==> src/rtl/seg7_pkg.sv <==
// Shared constants for the seven-segment scan driver: segment width,
// blank patterns for both segment polarities, and the full-brightness code.
package seg7_pkg;

  localparam int         SEG_W        = 7;
  localparam logic [6:0] SEG_BLANK_AL = 7'h7F;
  localparam logic [6:0] SEG_BLANK_AH = 7'h00;
  localparam logic [3:0] BRIGHT_FULL  = 4'hF;

  // Blank segment level for the chosen segment polarity.
  function automatic logic [SEG_W-1:0] seg_blank(input logic active_low);
    return active_low ? SEG_BLANK_AL : SEG_BLANK_AH;
  endfunction

endpackage

==> src/rtl/seg7_slot_timer.sv <==
// Scan timing for the seven-segment driver: per-digit slot counter, digit
// index, frame counter and blink phase. Also flags the snapshot edge and
// whether the current slot is past its anode dead time.
module seg7_slot_timer #(
  parameter int NUM_DIGITS   = 6,
  parameter int REFRESH_DIV  = 50000,
  parameter int DEAD_CYCLES  = 2,
  parameter int BLINK_FRAMES = 32
) (
  input  logic                          clk,
  input  logic                          rst,
  output logic [$clog2(NUM_DIGITS)-1:0] idx,
  output logic                          live,
  output logic                          blink_phase,
  output logic                          snap_stb
);

  localparam int SLOT_W  = $clog2(REFRESH_DIV);
  localparam int IDX_W   = $clog2(NUM_DIGITS);
  localparam int FRAME_W = (BLINK_FRAMES > 1) ? $clog2(BLINK_FRAMES) : 1;

  logic [SLOT_W-1:0]  slot_reg, slot_next;
  logic [IDX_W-1:0]   idx_reg, idx_next;
  logic [FRAME_W-1:0] frame_reg, frame_next;
  logic               blink_reg, blink_next;

  logic slot_wrap;
  logic idx_wrap;
  logic frame_wrap;

  assign slot_wrap  = (slot_reg == SLOT_W'(REFRESH_DIV - 1));
  assign idx_wrap   = (idx_reg == IDX_W'(NUM_DIGITS - 1));
  assign frame_wrap = (frame_reg == FRAME_W'(BLINK_FRAMES - 1));

  // Next-state: slot counter rolls into the digit index, the index wrap
  // closes a frame, and every BLINK_FRAMES closed frames flip the blink phase.
  always_comb begin
    slot_next  = slot_reg + SLOT_W'(1);
    idx_next   = idx_reg;
    frame_next = frame_reg;
    blink_next = blink_reg;
    if (slot_wrap) begin
      slot_next = '0;
      if (idx_wrap) begin
        idx_next = '0;
        if (frame_wrap) begin
          frame_next = '0;
          blink_next = ~blink_reg;
        end else begin
          frame_next = frame_reg + FRAME_W'(1);
        end
      end else begin
        idx_next = idx_reg + IDX_W'(1);
      end
    end
  end

  // State registers, all cleared so the scan restarts at digit 0, slot 0.
  always_ff @(posedge clk) begin
    if (rst) begin
      slot_reg  <= '0;
      idx_reg   <= '0;
      frame_reg <= '0;
      blink_reg <= 1'b0;
    end else begin
      slot_reg  <= slot_next;
      idx_reg   <= idx_next;
      frame_reg <= frame_next;
      blink_reg <= blink_next;
    end
  end

  // The snapshot edge is slot 0 of digit 0, which always sits in dead time.
  assign snap_stb    = (slot_reg == '0) && (idx_reg == '0);
  assign live        = (slot_reg >= SLOT_W'(DEAD_CYCLES));
  assign idx         = idx_reg;
  assign blink_phase = blink_reg;

endmodule

==> src/rtl/seg7_scan_driver.sv <==
// Time-multiplexed seven-segment driver. Captures all digit patterns once
// per frame, scans them onto a shared segment bus with one-hot anodes,
// and applies dead time, per-digit blink and global PWM brightness.
module seg7_scan_driver
  import seg7_pkg::*;
#(
  parameter int NUM_DIGITS     = 6,
  parameter int REFRESH_DIV    = 50000,
  parameter int DEAD_CYCLES    = 2,
  parameter int BLINK_FRAMES   = 32,
  parameter int SEG_ACTIVE_LOW = 1,
  parameter int AN_ACTIVE_LOW  = 1
) (
  input  logic                          clk,
  input  logic                          rst,
  input  logic [SEG_W*NUM_DIGITS-1:0]   seg_in,
  input  logic [NUM_DIGITS-1:0]         digit_en,
  input  logic [NUM_DIGITS-1:0]         blink_mask,
  input  logic [3:0]                    brightness,
  output logic [SEG_W-1:0]              seg_out,
  output logic [NUM_DIGITS-1:0]         an_out,
  output logic                          frame_start
);

  localparam int                    IDX_W  = $clog2(NUM_DIGITS);
  localparam logic [SEG_W-1:0]      BLANK  = seg_blank(SEG_ACTIVE_LOW != 0);
  localparam logic [NUM_DIGITS-1:0] AN_OFF = (AN_ACTIVE_LOW != 0) ?
                                             {NUM_DIGITS{1'b1}} : {NUM_DIGITS{1'b0}};

  logic [IDX_W-1:0] idx;
  logic             live;
  logic             blink_phase;
  logic             snap_stb;

  seg7_slot_timer #(
    .NUM_DIGITS   (NUM_DIGITS),
    .REFRESH_DIV  (REFRESH_DIV),
    .DEAD_CYCLES  (DEAD_CYCLES),
    .BLINK_FRAMES (BLINK_FRAMES)
  ) u_timer (
    .clk         (clk),
    .rst         (rst),
    .idx         (idx),
    .live        (live),
    .blink_phase (blink_phase),
    .snap_stb    (snap_stb)
  );

  logic [SEG_W-1:0]      seg_arr [NUM_DIGITS];
  logic [NUM_DIGITS-1:0] onehot;

  // Unpack the flat decoder bus and decode the scan index to one-hot.
  for (genvar gi = 0; gi < NUM_DIGITS; gi++) begin : g_digit
    assign seg_arr[gi] = seg_in[SEG_W*gi +: SEG_W];
    assign onehot[gi]  = (idx == IDX_W'(gi));
  end

  logic [SEG_W-1:0]      snap_seg_reg [NUM_DIGITS];
  logic [NUM_DIGITS-1:0] snap_en_reg;
  logic [NUM_DIGITS-1:0] snap_blink_reg;

  // Frame snapshot: inputs are sampled only at the snapshot edge so a
  // frame never mixes old and new patterns.
  always_ff @(posedge clk) begin
    if (rst) begin
      for (int i = 0; i < NUM_DIGITS; i++) snap_seg_reg[i] <= BLANK;
      snap_en_reg    <= '0;
      snap_blink_reg <= '0;
    end else if (snap_stb) begin
      for (int i = 0; i < NUM_DIGITS; i++) snap_seg_reg[i] <= seg_arr[i];
      snap_en_reg    <= digit_en;
      snap_blink_reg <= blink_mask;
    end
  end

  logic [3:0] pwm_reg;

  // Free-running brightness PWM phase.
  always_ff @(posedge clk) begin
    if (rst) pwm_reg <= '0;
    else     pwm_reg <= pwm_reg + 4'd1;
  end

  logic                  lit;
  logic [SEG_W-1:0]      seg_next;
  logic [NUM_DIGITS-1:0] an_next;

  // Light the current digit only past dead time, when enabled, not blinked
  // off, and inside the PWM on-window; otherwise blank everything.
  always_comb begin
    lit = live
          && snap_en_reg[idx]
          && !(blink_phase && snap_blink_reg[idx])
          && ((brightness == BRIGHT_FULL) || (pwm_reg < brightness));
    seg_next = BLANK;
    an_next  = AN_OFF;
    if (lit) begin
      seg_next = snap_seg_reg[idx];
      an_next  = (AN_ACTIVE_LOW != 0) ? ~onehot : onehot;
    end
  end

  // Registered pins; frame_start trails the snapshot edge by one cycle.
  always_ff @(posedge clk) begin
    if (rst) begin
      seg_out     <= BLANK;
      an_out      <= AN_OFF;
      frame_start <= 1'b0;
    end else begin
      seg_out     <= seg_next;
      an_out      <= an_next;
      frame_start <= snap_stb;
    end
  end

endmodule
==> config.mk <==
export PLATFORM = sky130hd
export DESIGN_NAME = seg7_scan_driver
export DESIGN_NICKNAME = d
export VERILOG_FILES = /design/src/rtl/seg7_pkg.sv /design/src/rtl/seg7_slot_timer.sv /design/src/rtl/seg7_scan_driver.sv
export SDC_FILE = /design/constraint.sdc
export NUM_CORES = 1
export LEC_CHECK = 0
export ABC_AREA = 1
export CAP_MARGIN = 20
export CELL_PAD_IN_SITES_DETAIL_PLACEMENT = 1
export CELL_PAD_IN_SITES_GLOBAL_PLACEMENT = 2
export CORE_ASPECT_RATIO = 0.5
export CORE_UTILIZATION = 28
export DETAILED_ROUTE_END_ITERATION = 8
export GPL_TIMING_DRIVEN = 0
export PLACE_DENSITY_LB_ADDON = 0.1
export SYNTH_ARGS = -nofsm -noshare
export SYNTH_HDL_FRONTEND = slang
export SYNTH_SLANG_ARGS = --single-unit
export TNS_END_PERCENT = 10
==> constraint.sdc <==
create_clock -name clk -period 2.1 [get_ports clk]
set_input_delay 0.42 -clock clk [delete_from_list [all_inputs] [get_ports clk]]
set_output_delay 0.42 -clock clk [all_outputs]
set_load 0.02 [all_outputs]
==> summary.md, run 1 <==
| Metric | Value |
|---|---|
| Clk sinks | `97` |
| Fin cells | `838` |
| Area of the multi-input gates | `~1700 um^2` |
| Final Max Slew Viols | `0` |
| CP max FO | `10` |
| Fmax | `approximately 500 MHz` |
| Final net count | `699` |
| DP Wirelength | `8420 um` |
| Row count | `32` |
| CP required | `roughly 2200 ps` |
| Hold-fix buffers, CTS | `0` |
| PortBufs | `73` |
| CP Capture Type | `flip-flop` |
| H-tree depth | `3` |
| ANT cells | `0` |
| Kind of critical path | `flip-flop to flip-flop` |
| # fillers | `about 1,900` |
| GRT Util Overall | `around 15%` |
| Worst Slack Setup Final | `159 ps` |
| Worst Path Arrival | `~2000 ps` |
| Worst skew pair latency | `350 ps` |
| Starting density of the core | `28.8%` |
| Mean Syn Cell Area | `roughly 8.2 um^2` |
| Worst setup SP type | `flip-flop` |
| Synth Register Bits | `97` |
| Routed WL | `~11,000 um` |
| Post-layout util | `37.3%` |
| Top Usage Layer GRT | `met2` |
| Number of flip-flops in the largest register | `42` |
| Cell variety after synth | `29` |
| CTS Buffer Depth | `2` |
| Area leader, netlist | `edfxtp_1` |
| Die width | `180 um` |
| Leading cell type in the layout, fill and taps excluded | `nand2_1` |
| Seq/Total Area, Yosys | `about 53%` |
| Most frequent cells in the layout | `176 x nand2_1, 80 x inv_1, 73 x clkdlybuf4s50_1` |
| Grt ovf | `0` |
| Pin count of the biggest net entering global routing | `47` |
| Drt via density | `approximately 4.3` |
| Max Cap Viol | `0` |
| Via count | `around 3,600` |
| Setup TNS | `0 ps` |
| Final Skew | `8.71 ps` |
| Die extent in y | `roughly 91 um` |
| Initial antenna violation count | `0` |
| DRT Pass-1 Iters | `4` |
| Top post-synthesis cells by area | `edfxtp_1 28%, dfxtp_1 25%, nand2_1 15%` |
| First-pass GRT wire length | `approximately 19,000 um` |
| Place WS | `-802 ps` |
| CTS tree | `yes` |
| Clk slew on worst S/H paths | `roughly 70 ps` |
| Endpoints failing hold | `0` |
| Final instance area | `between 5000 and 6000 um^2` |
| Share of the synthesized area in the top cell type | `between 20 and 30%` |
| RePlAce Congestion | `around 0.74` |
| Setup bufs post-CTS | `0` |
| DRC violations left | `0` |
| Pwr dens | `726 nW/um^2` |
| Worst-Margin Slew | `about 660 ps` |
| Peak VDD IR | `approximately 0.39 mV` |
| Cells after synthesis | `~550` |
| Met2 usage | `24.9%` |
| Met1 Track Usage GR | `approximately a fifth` |
| Hold WS | `between 400 and 500 ps` |
| Hold Path Class | `flip-flop to flip-flop` |
| Routed wire per std cell | `13.6 um` |
| Syn. warnings | `0` |
| Unrepaired setup endpoints after global routing | `yes` |
| Area grow syn2layout | `29.7%` |
| Final worst-path cycle share | `roughly 90%` |
| Area of the core | `about 15,000 um^2` |
| Syn nets | `around 620` |
| CTS Buf Count | `9` |
| Total chip power | `4.19 mW` |
| Die ar. | `around 16,000 um^2` |
| Lkg Pwr | `about 2.4 nW` |
| Tmin final | `1940 ps` |
| Fraction of layout cells with a size suffix above 1 | `6.78%` |
| CTS Root Cell | `clkbuf_16` |
| Storage element area | `about 2400 um^2` |
| Antenna-violating nets left | `0` |
| Placed Area | `around 5400 um^2` |
| Grt met3 use | `under 10%` |
| Synthesized cell area | `~4400 um^2` |
| Rel. slew slack | `a little under three fifths` |
| Placed cells | `approximately 820` |
| I/O pin count | `74` |
| Status | `completed` |
| Vias in the first global route | `approximately 3,700` |
| 1st-iter DRT viols | `roughly 120` |
| Final setup violation count | `0` |
-- per-layer routing --
metal | part of all wire [%] | vias up
met2 | 45 | 49
met5 | 0 | -
met4 | 0.73 | 0
li1 | - | 1894
met3 | 4.1 | 7
met1 | 50 | 1685
-- final cells by class --
| type | instances | share of cell area [%] |
|---|---|---|
| sequential | 97 | 40.9 |
| multi-input combinational | 349 | 29.5 |
| timing repair buffer | 73 | 12.7 |
| inverter | 83 | 5.40 |
| tap | 204 | 4.42 |
| clock buffer | 11 | 4.21 |
| buffer | 16 | 1.89 |
| clock inverter | 5 | 0.954 |
-- synthesized netlist by cell type (all sizes together) --
cell / instances
a21oi: 14
mux2i: 1
dfxtp: 55
nand4: 18
edfxtp: 42
ha: 10
nand2: 178
xnor2: 3
o31ai: 1
o21ai: 17
clkbuf: 5
o21bai: 1
nor2: 49
xor2: 6
buf: 11
nand3: 43
nor3b: 2
inv: 83
nor3: 6
-- where the power goes --
| part | internal, mW | switching (mW) | total, mW |
|---|---|---|---|
| Combinational | 0.188 | 0.218 | 0.406 |
| Sequential | 2.07 | 0.0339 | 2.11 |
| Clock | 0.953 | 0.721 | 1.67 |
| Total | 3.22 | 0.974 | 4.19 |
-- final timing paths --
kind                        start                   end  slack, ps  cells after the start
min reg2reg  u_timer.frame_reg[4]  u_timer.frame_reg[4]        470                      2
max reg2reg        u_timer.idx[0]    snap_seg_reg[0][2]        160                      8
min          u_timer.frame_reg[4]  u_timer.frame_reg[4]        470                      2
max                u_timer.idx[0]    snap_seg_reg[0][2]        160                      8
-- timing repair --
| action | in CTS | in global routing |
|---|---|---|
| gates resized for setup | 3 | 8 |
| setup endpoints to repair | 47 | 95 |
| pin swaps | 0 | 1 |
| cloned | 0 | 0 |
-- worst max-delay path: stages (launching register included) --
cell     delay (ps)
dfxtp_1         310
buf_6           140
nor2_8          220
inv_2            80
nor2_4          150
nand3_4         220
nor2_8          270
buf_4           230
nand2_1          70
-- cells by family (layout without fill, tap and decap cells) --
kind of cell / count (synthesis) / in the layout / synth area share (%)
AO/OA/AOI/OAI: 33 / 33 / 3.91
AND/OR/NAND/NOR: 296 / 296 / 28.9
buffers and inverters: 99 / 188 / 9.31
XOR/XNOR: 9 / 9 / 1.77
flip-flops: 97 / 97 / 53.1
adder cells (fa/ha/maj): 10 / 10 / 2.81
multiplexers: 1 / 1 / 0.225
Power figures use the tool's default switching activity.
==> inputs of run 2 (changes only) <==
CORE_MARGIN = 10   (was default)
SETUP_SLACK_MARGIN = 0.02   (was default)
==> run 2 against run 1 <==
Net effect: critical endpoint is now snap_seg_reg[4][2]; fmax rose by 1.1%; wire length up 7.7%; utilization shrank 0.19 points; critical path type unchanged; cell count is 0.24% higher.
==> summary.md, run 2 (synthesis results as in run 1) <==
| Metric | Value |
|---|---|
| Status | `completed` |
| Fraction of layout cells with a size suffix above 1 | `6.92%` |
| PortBufs | `between 70 and 80` |
| Hold Path Class | `flip-flop to flip-flop` |
| CP required | `2110 ps` |
| Number of flip-flops in the largest register | `42` |
| Leading cell type in the layout, fill and taps excluded | `nand2_1` |
| CP max FO | `46` |
| Top Usage Layer GRT | `met2` |
| Pwr dens | `714 nW/um^2` |
| Fin cells | `840` |
| Storage element area | `~2400 um^2` |
| Grt met3 use | `about 2.9%` |
| Area grow syn2layout | `29.4%` |
| Worst-Margin Slew | `about 700 ps` |
| Worst Path Arrival | `1930 ps` |
| Tmin final | `1920 ps` |
| Met1 Track Usage GR | `between 10 and 15%` |
| CTS tree | `yes` |
| Drt via density | `between 4 and 5` |
| Final Skew | `between 8 and 9 ps` |
| Final net count | `around 700` |
| DRC violations left | `0` |
| RePlAce Congestion | `between 0.7 and 0.8` |
| Fmax | `521 MHz` |
| Starting density of the core | `28.7%` |
| CTS Buf Count | `9` |
| Initial antenna violation count | `0` |
| Final setup violation count | `0` |
| Via count | `about 3,700` |
| Comb power frac | `between 10% and 20%` |
| Clk slew on worst S/H paths | `70 ps` |
| Routed WL | `roughly 12,000 um` |
| Antenna-violating nets left | `0` |
| Sw Pwr | `1.02 mW` |
| Pin count of the biggest net entering global routing | `47` |
| Unrepaired setup endpoints after global routing | `yes` |
| Post-layout util | `about 37%` |
| Max Cap Viol | `0` |
| Most frequent cells in the layout | `176 x nand2_1, 80 x inv_1, 73 x clkdlybuf4s50_1` |
| Setup TNS | `0 ps` |
| Area of the multi-input gates | `1690 um^2` |
| Worst setup SP type | `flip-flop` |
| Grt ovf | `0` |
| DRT Pass-1 Iters | `4` |
| Hold WS | `468 ps` |
| Hold-fix buffers, CTS | `0` |
| Final Max Slew Viols | `0` |
| Clock power share | `38.6%` |
| Cell internal pwr | `between 3 and 4 mW` |
| CTS Buffer Depth | `2` |
| Sw Share | `approximately a quarter` |
| Final worst-path cycle share | `between 90% and 100%` |
| ANT cells | `0` |
| Clk sinks | `97` |
| CP Capture Type | `flip-flop` |
| H-tree depth | `3` |
| Reg power frac | `between 50% and 60%` |
| Rel. slew slack | `about 54%` |
| Kind of critical path | `flip-flop to flip-flop` |
| First-pass GRT wire length | `19,800 um` |
| Worst skew pair latency | `between 300 and 400 ps` |
| CTS Root Cell | `clkbuf_16` |
| Endpoints failing hold | `0` |
| Die ar. | `about 22,000 um^2` |
| Placed cells | `slightly above 800` |
| # fillers | `between 1,500 and 2,000` |
| 1st-iter DRT viols | `~150` |
| Lkg Pwr | `between 2 and 2.5 nW` |
| Area of the core | `roughly 15,000 um^2` |
| Peak VDD IR | `0.364 mV` |
| Routed wire per std cell | `14.6 um` |
| GRT Util Overall | `11.7%` |
| Die extent in y | `109 um` |
| DP Wirelength | `just over 9000 um` |
| Row count | `32` |
| Met2 usage | `approximately a fifth` |
| Vias in the first global route | `around 4,000` |
| Die width | `198 um` |
| I/O pin count | `74` |
[run 2: final timing paths]
check        cells past startpoint  slack [ps]                  to           start
max                              7         180  snap_seg_reg[4][2]  u_timer.idx[0]
max reg2reg                      7         180  snap_seg_reg[4][2]  u_timer.idx[0]
min reg2reg                      1         470          pwm_reg[0]      pwm_reg[0]
min                              1         470          pwm_reg[0]      pwm_reg[0]
[run 2: stage by stage]
stage               area (um^2)  setup WS [ps]  power, mW
global route               5760          -8.86       4.30
detailed placement         5440           -867       2.56
floorplan                  4450            196       2.35
finish                     5760            179       4.11
CTS                        5730           15.7       4.17
global placement           5440           -893       2.56
[run 2: area by class of cell]
class,instances,area share (%)
Tap cell,204,4.43
Clock inverter,6,0.913
Multi-Input combinational cell,349,29.4
Clock buffer,10,3.98
Timing Repair Buffer,75,13.0
Sequential cell,97,41.0
Buffer,16,1.83
Inverter,83,5.41
[run 2: repair_timing]
action / CTS / global route
resized for setup: 3 / 4
endpoints found under the hold margin: 0 / 0
endpoints found under the setup margin: 46 / 64
setup buffers: 0 / 2
pin swaps: 0 / 2
[run 2: power groups by stage]
stage	registers (mW)	clock network (mW)	logic [mW]
after floorplan	2.15	0	0.203
after global placement	2.15	0	0.403
after detailed placement	2.15	0	0.408
after CTS	2.11	1.64	0.416
after global routing	2.12	1.71	0.473
final	2.11	1.59	0.415
[run 2: per-layer routing]
metal | part of all wire [%] | up-vias
met5 | 0 | -
li1 | - | 1904
met4 | 1.2 | 0
met3 | 2.7 | 9
met1 | 49 | 1699
met2 | 47 | 38
[run 2: critical path: stages (launching register included)]
cell and delay [ps]:
dfxtp_1 310, buf_6 150, nor2_8 220, inv_2 60, nor2_2 200, nand3_4 150, buf_4 190, nand2_8 260
==> inputs of run 3 (changes only) <==
SLEW_MARGIN = 10   (was default)
==> results of run 3 <==
Final layout, timing and power as in run 2 (identical DEF).
